### config.mk
export PLATFORM = sky130hd
export DESIGN_NAME = seq_alu
export DESIGN_NICKNAME = d
export VERILOG_FILES = /design/src/rtl/seq_alu.sv
export SDC_FILE = /design/constraint.sdc
export NUM_CORES = 1
export LEC_CHECK = 0
export CORE_MARGIN = 2
export CORE_UTILIZATION = 50
export CTS_CLUSTER_DIAMETER = 80
export DETAILED_ROUTE_END_ITERATION = 8
export DONT_BUFFER_PORTS = 1
export PLACE_DENSITY_LB_ADDON = 0.2
export SYNTH_ARGS = -nofsm -noshare
export SYNTH_HDL_FRONTEND = slang
export SYNTH_SLANG_ARGS = --single-unit
### constraint.sdc
create_clock -name clk -period 10.1 [get_ports clk]
set_input_delay 1.01 -clock clk [delete_from_list [all_inputs] [get_ports clk]]
set_output_delay 1.01 -clock clk [all_outputs]
set_load 0.01 [all_outputs]
### src/rtl/seq_alu.sv
// rtl/seq_alu.sv - sequential ALU: debounced button commands over switch operands, one op in flight
// C multiply (shift-add), U leading ones, D popcount, L add, R signed subtract.
module seq_alu #(
  parameter int BITS      = 16,
  parameter int DB_CYCLES = 4
) (
  input  logic            clk,
  input  logic            rst_n,
  input  logic [BITS-1:0] SW,
  input  logic            BTNC,
  input  logic            BTNU,
  input  logic            BTND,
  input  logic            BTNL,
  input  logic            BTNR,
  output logic [BITS-1:0] LED,
  output logic            busy,
  output logic            valid
);

  localparam int H   = BITS / 2;
  localparam int CW  = $clog2(BITS + 1);
  localparam int DBW = $clog2(DB_CYCLES + 1);

  typedef enum logic [1:0] {S_IDLE, S_RUN, S_DONE} state_t;
  typedef enum logic [2:0] {OP_MUL, OP_CLO, OP_POP, OP_ADD, OP_SUB} op_t;

  logic [4:0]     btn_raw;
  logic [4:0]     sync1_q, sync1_d, sync2_q, sync2_d;
  logic [4:0]     db_q, db_d, edge_q, edge_d;
  logic [DBW-1:0] db_cnt_q [5];
  logic [DBW-1:0] db_cnt_d [5];

  state_t          state_q, state_d;
  op_t             op_q, op_d, cmd_op;
  logic [BITS-1:0] scan_q, scan_d, mcand_q, mcand_d, acc_q, acc_d, led_q, led_d;
  logic [CW-1:0]   cnt_q, cnt_d, last_cnt;
  logic            ones_q, ones_d, busy_q, busy_d, valid_q, valid_d;
  logic [H-1:0]    op_a, op_b;

  assign btn_raw = {BTNC, BTNU, BTND, BTNL, BTNR};
  assign op_a    = scan_q[BITS-1:H];
  assign op_b    = scan_q[H-1:0];
  assign LED     = led_q;
  assign busy    = busy_q;
  assign valid   = valid_q;

  // A level is accepted once DB_CYCLES consecutive synchronised samples disagree with it.
  always_comb begin
    sync1_d = btn_raw;
    sync2_d = sync1_q;
    db_d    = db_q;
    edge_d  = '0;
    for (int i = 0; i < 5; i++) begin
      db_cnt_d[i] = '0;
      if (sync2_q[i] != db_q[i]) begin
        if (db_cnt_q[i] == DBW'(DB_CYCLES - 1)) begin
          db_d[i]   = sync2_q[i];
          edge_d[i] = sync2_q[i];
        end else begin
          db_cnt_d[i] = db_cnt_q[i] + DBW'(1);
        end
      end
    end
  end

  always_comb begin
    cmd_op = OP_MUL;
    if (edge_q[4])      cmd_op = OP_MUL;
    else if (edge_q[3]) cmd_op = OP_CLO;
    else if (edge_q[2]) cmd_op = OP_POP;
    else if (edge_q[1]) cmd_op = OP_ADD;
    else                cmd_op = OP_SUB;
  end

  always_comb begin
    case (op_q)
      OP_MUL:         last_cnt = CW'(H - 1);
      OP_CLO, OP_POP: last_cnt = CW'(BITS - 1);
      default:        last_cnt = '0;
    endcase
  end

  always_comb begin
    state_d = state_q;
    op_d    = op_q;
    scan_d  = scan_q;
    mcand_d = mcand_q;
    acc_d   = acc_q;
    cnt_d   = cnt_q;
    ones_d  = ones_q;
    led_d   = led_q;
    busy_d  = busy_q;
    valid_d = 1'b0;
    case (state_q)
      S_IDLE: begin
        if (|edge_q) begin
          op_d    = cmd_op;
          scan_d  = SW;
          mcand_d = {{H{1'b0}}, SW[BITS-1:H]};
          acc_d   = '0;
          cnt_d   = '0;
          ones_d  = 1'b1;
          busy_d  = 1'b1;
          state_d = S_RUN;
        end
      end
      S_RUN: begin
        cnt_d = cnt_q + CW'(1);
        case (op_q)
          OP_MUL: begin
            if (scan_q[0]) acc_d = acc_q + mcand_q;
            mcand_d = mcand_q << 1;
            scan_d  = scan_q >> 1;
          end
          OP_CLO: begin
            if (ones_q && scan_q[BITS-1]) acc_d = acc_q + BITS'(1);
            else                          ones_d = 1'b0;
            scan_d = scan_q << 1;
          end
          OP_POP: begin
            if (scan_q[BITS-1]) acc_d = acc_q + BITS'(1);
            scan_d = scan_q << 1;
          end
          OP_ADD:  acc_d = {{H{1'b0}}, op_a} + {{H{1'b0}}, op_b};
          OP_SUB:  acc_d = {{H{op_a[H-1]}}, op_a} - {{H{op_b[H-1]}}, op_b};
          default: acc_d = acc_q;
        endcase
        if (cnt_q == last_cnt) begin
          busy_d  = 1'b0;
          state_d = S_DONE;
        end
      end
      S_DONE: begin
        led_d   = acc_q;
        valid_d = 1'b1;
        state_d = S_IDLE;
      end
      default: state_d = S_IDLE;
    endcase
  end

  always_ff @(posedge clk or negedge rst_n) begin
    if (!rst_n) begin
      sync1_q <= '0;
      sync2_q <= '0;
      db_q    <= '0;
      edge_q  <= '0;
      for (int i = 0; i < 5; i++) db_cnt_q[i] <= '0;
      state_q <= S_IDLE;
      op_q    <= OP_MUL;
      scan_q  <= '0;
      mcand_q <= '0;
      acc_q   <= '0;
      cnt_q   <= '0;
      ones_q  <= 1'b0;
      led_q   <= '0;
      busy_q  <= 1'b0;
      valid_q <= 1'b0;
    end else begin
      sync1_q <= sync1_d;
      sync2_q <= sync2_d;
      db_q    <= db_d;
      edge_q  <= edge_d;
      for (int i = 0; i < 5; i++) db_cnt_q[i] <= db_cnt_d[i];
      state_q <= state_d;
      op_q    <= op_d;
      scan_q  <= scan_d;
      mcand_q <= mcand_d;
      acc_q   <= acc_d;
      cnt_q   <= cnt_d;
      ones_q  <= ones_d;
      led_q   <= led_d;
      busy_q  <= busy_d;
      valid_q <= valid_d;
    end
  end

endmodule

==> qor.log <==
qor: synth.synth_area 6356 um2
qor: clock_network.holdBufCountCts 0
qor: setup_path.worst-endpoint-required 10380 ps
qor: setup_path.worst-r2r-cell-count 10
qor: timing.pins_over_their_slew_limit 0
qor: setup_path.timing.rr.end acc_q[15]
qor: synth.synthesis.area_per_instance 9.764 um2
qor: floorplan.core.rowCount 41
qor: synth.synth-seq-cells 112
qor: routing.routedWlPerCell 17.19 um
qor: clock_network.tritoncts done
qor: clock_network.clock-sinks 112
qor: routing.ant_nets 0
qor: timing.min_period 3446 ps
qor: floorplan.fp.dieArea 13630 um2
qor: setup_path.cp.depth 10
qor: routing.vias 4830
qor: placement.hpwl 10010 um
qor: routing.first_pass_iters 4
qor: final_layout.fillerInstances 1204
qor: setup_path.r2r_slack 6650 ps
qor: timing.worst-slew-pin-transition 995.0 ps
qor: placement.detailedPlace.worstSlack 6715 ps
qor: timing.grt_setup_unrepaired false
qor: clock_network.cts_resized 0
qor: synth.syn-instance-count 651
qor: setup_path.worst_r2r_startpoint op_q[0]
qor: setup_path.cp_cell_sequence xnor2_1 -> nor2_2 -> nor2b_1 -> ha_1 -> o211ai_1 -> o211ai_1 -> a21oi_1 -> o31ai_1 -> mux2_2 -> a21oi_1
qor: grt.antenna_found_initial 0
qor: timing.fin_ws 6654 ps
qor: final_layout.drive_gt1_share 10.17%
qor: flow_run.max_cap_viol_count 0
qor: setup_path.critical_path_class flop to flop
qor: timing.timing.max_slew.rel_slack 33.67%
qor: pwr.power.density_cell_area 340.6 nW/um2
qor: timing.clock-skew-final 11.02 ps
qor: grt.global_route_wire_length_before_repair 23220 um
qor: grt.grt-ovfl-total 0
qor: placement.numPortBuffers 0
qor: final_layout.final_common_cell sky130_fd_sc_hd__dfrtp_1
qor: pwr.peakVddDrop 0.0001969 V
qor: final_layout.layout.cells.most_common_list sky130_fd_sc_hd__dfrtp_1 (112), sky130_fd_sc_hd__nand2_1 (68), sky130_fd_sc_hd__o21ai_0 (54)
qor: synth.post_synth_num_cell_types 67
qor: setup_path.worstPathBufferInverterCount 0
qor: floorplan.initial_core_util 50.78%
qor: grt.first_global_vias 4724
qor: grt.grt_start_max_net_pins 113
qor: synth.ys.flop_type sky130_fd_sc_hd__dfrtp_1
qor: setup_path.crit_path_top_delay_cell sky130_fd_sc_hd__dfrtp_1
qor: floorplan.top_level_ports 41
qor: routing.drt-initial-drc-count 306
qor: floorplan.fp.dieW 116.8 um
qor: final_layout.fin_util 54.20%
qor: final_layout.syn_to_final_growth 6.732%
qor: timing.finalSetupTns 0 ps
qor: pwr.power 2.310 mW
qor: clock_network.clock_latency 360 ps
qor: clock_network.clock_tree.htree_level_count 3
qor: clock_network.clock_tree.buffer_depth 2
qor: setup_path.cpLargestDelayFamily compound AO/OA/AOI/OAI gates
qor: clock_network.cts-root-buf sky130_fd_sc_hd__clkbuf_16
qor: synth.count_of_flip_flops_with_a_built_in_enable_after_synthesis 0
qor: final_layout.antenna_cells 0
qor: grt.gr-usage-all-layers 21.82%
qor: outcome.outcome completed
qor: setup_path.critPathCapture acc_q[15]
qor: pwr.leakage_power_of_the_design 3.063 nW
qor: setup_path.cp-start-kind flop
qor: timing.count_of_endpoints_failing_setup_in_the_final_report 0
qor: synth.synth_sequential_area_ratio 44.09%
qor: placement.gp_routability_congestion 0.8795
qor: final_layout.design.final.nets 697
qor: timing.layout_worst_path_cycle_share 34.12%
qor: routing.wirelength 13940 um
qor: floorplan.core_area 12520 um2
qor: setup_path.cpPeakStageDelay 670 ps
qor: setup_path.crit_start op_q[0]
qor: routing.routed_via_density 5.956
qor: synth.mappedNetlistNets 714
qor: synth.yosys_warnings 0
qor: clock_network.clock_pin_slew_on_the_worst_setup_and_hold_paths 80 ps
qor: clock_network.numCtsBuffers 9
qor: routing.drt_drc_violations_left 0
qor: setup_path.worst-path-max-fanout 15
qor: setup_path.crit_path_end_kind flop
qor: clock_network.cts_setup_buffers 0
qor: hold_path.worstHoldPathType input pin to asynchronous set/reset pin
qor: timing.fmax 0.2902 GHz
qor: setup_path.worstPathArrival 3720 ps
qor: synth.async_flop_share 100.0%
qor: timing.report.final.hold_viol_count 0
qor: floorplan.dieHeight 116.8 um
## per-stage QoR
stage	hold WS (ps)	instance area (um2)	instances
after floorplan	331.2	6356	651
after global placement	333.6	6485	795
after detailed placement	335.6	6485	795
after CTS	335.0	6784	811
after global routing	331.3	6784	811
final	346.0	6784	811
## state kept, by name, summed over array words and instances (netlist names), 15 cells and up
name / flops
scan_q: 16
acc_q: 16
LED: 16
db_cnt_q: 15
mcand_q: 16
## synth_stat cells (4+ instances only)
master	instances	share of area, %
sky130_fd_sc_hd__mux2i_1	8	1.3
sky130_fd_sc_hd__a21o_1	7	0.83
sky130_fd_sc_hd__xor2_1	6	0.83
sky130_fd_sc_hd__o31ai_1	7	0.83
sky130_fd_sc_hd__a21oi_1	32	2.5
sky130_fd_sc_hd__o21ai_0	54	4.3
sky130_fd_sc_hd__o211ai_1	20	2.4
sky130_fd_sc_hd__nand2_1	68	4.0
sky130_fd_sc_hd__buf_2	8	0.63
sky130_fd_sc_hd__a211oi_1	7	0.83
sky130_fd_sc_hd__buf_1	4	0.24
sky130_fd_sc_hd__a31oi_1	11	1.1
sky130_fd_sc_hd__and3b_1	6	0.83
sky130_fd_sc_hd__nor3b_1	7	0.83
sky130_fd_sc_hd__a221oi_1	6	0.83
sky130_fd_sc_hd__o22ai_1	4	0.39
sky130_fd_sc_hd__clkbuf_1	19	1.1
sky130_fd_sc_hd__inv_1	32	1.9
sky130_fd_sc_hd__mux2_2	29	5.1
sky130_fd_sc_hd__nand3_1	17	1.3
sky130_fd_sc_hd__dfrtp_1	112	44
sky130_fd_sc_hd__nor3_1	11	0.87
sky130_fd_sc_hd__nor2_1	38	2.2
sky130_fd_sc_hd__ha_1	37	7.3
sky130_fd_sc_hd__xnor2_1	15	2.1
sky130_fd_sc_hd__nor2b_1	20	2.0
## where the power goes
group / internal, mW / switching (mW)
Sequential: 0.588 / 0.156
Combinational: 0.491 / 0.720
Clock: 0.176 / 0.180
Total: 1.25 / 1.06
## cells by family after synthesis
| family | after synthesis | share of synthesized area (%) |
|---|---|---|
| flip-flops | 112 | 44.09 |
| XOR/XNOR | 21 | 2.894 |
| multiplexers | 37 | 6.398 |
| AO/OA/AOI/OAI | 182 | 19.13 |
| adder cells (fa/ha/maj) | 40 | 8.228 |
| AND/OR/NAND/NOR | 193 | 15.00 |
| buffers and inverters | 66 | 4.252 |
## cell type report
type                    count  area [um2]  area share [%]
repair buffers              6       45.04          0.6640
inverters                  32       120.1           1.771
clock buffers              10       229.0           3.375
flip-flops and latches    112        2803           41.31
multi-input cells         473        3302           48.67
clock inverters             6       70.07           1.033
well taps                 172       215.2           3.172
## worst min path at each step
stage / startpoint / end / slack, ps / cells past startpoint
floorplan: sync1_q[0] / sync2_q[0] / 330 / 0
global placement: sync1_q[2] / sync2_q[2] / 330 / 0
detailed placement: sync1_q[3] / sync2_q[3] / 340 / 0
CTS: rst_n / op_q[2] / 340 / 0
global route: rst_n / LED[8] / 330 / 0
finish: rst_n / LED[1] / 350 / 0
## metal layers
metal	routed length [um]	track usage, %	share of wire, %
met1	6646	30.50	48
met2	6314	34.41	45
met3	743	4.930	5.3
met4	240	5.882	1.7
met5	0	0	0
Note: power is estimated with default switching activity, not from simulation.
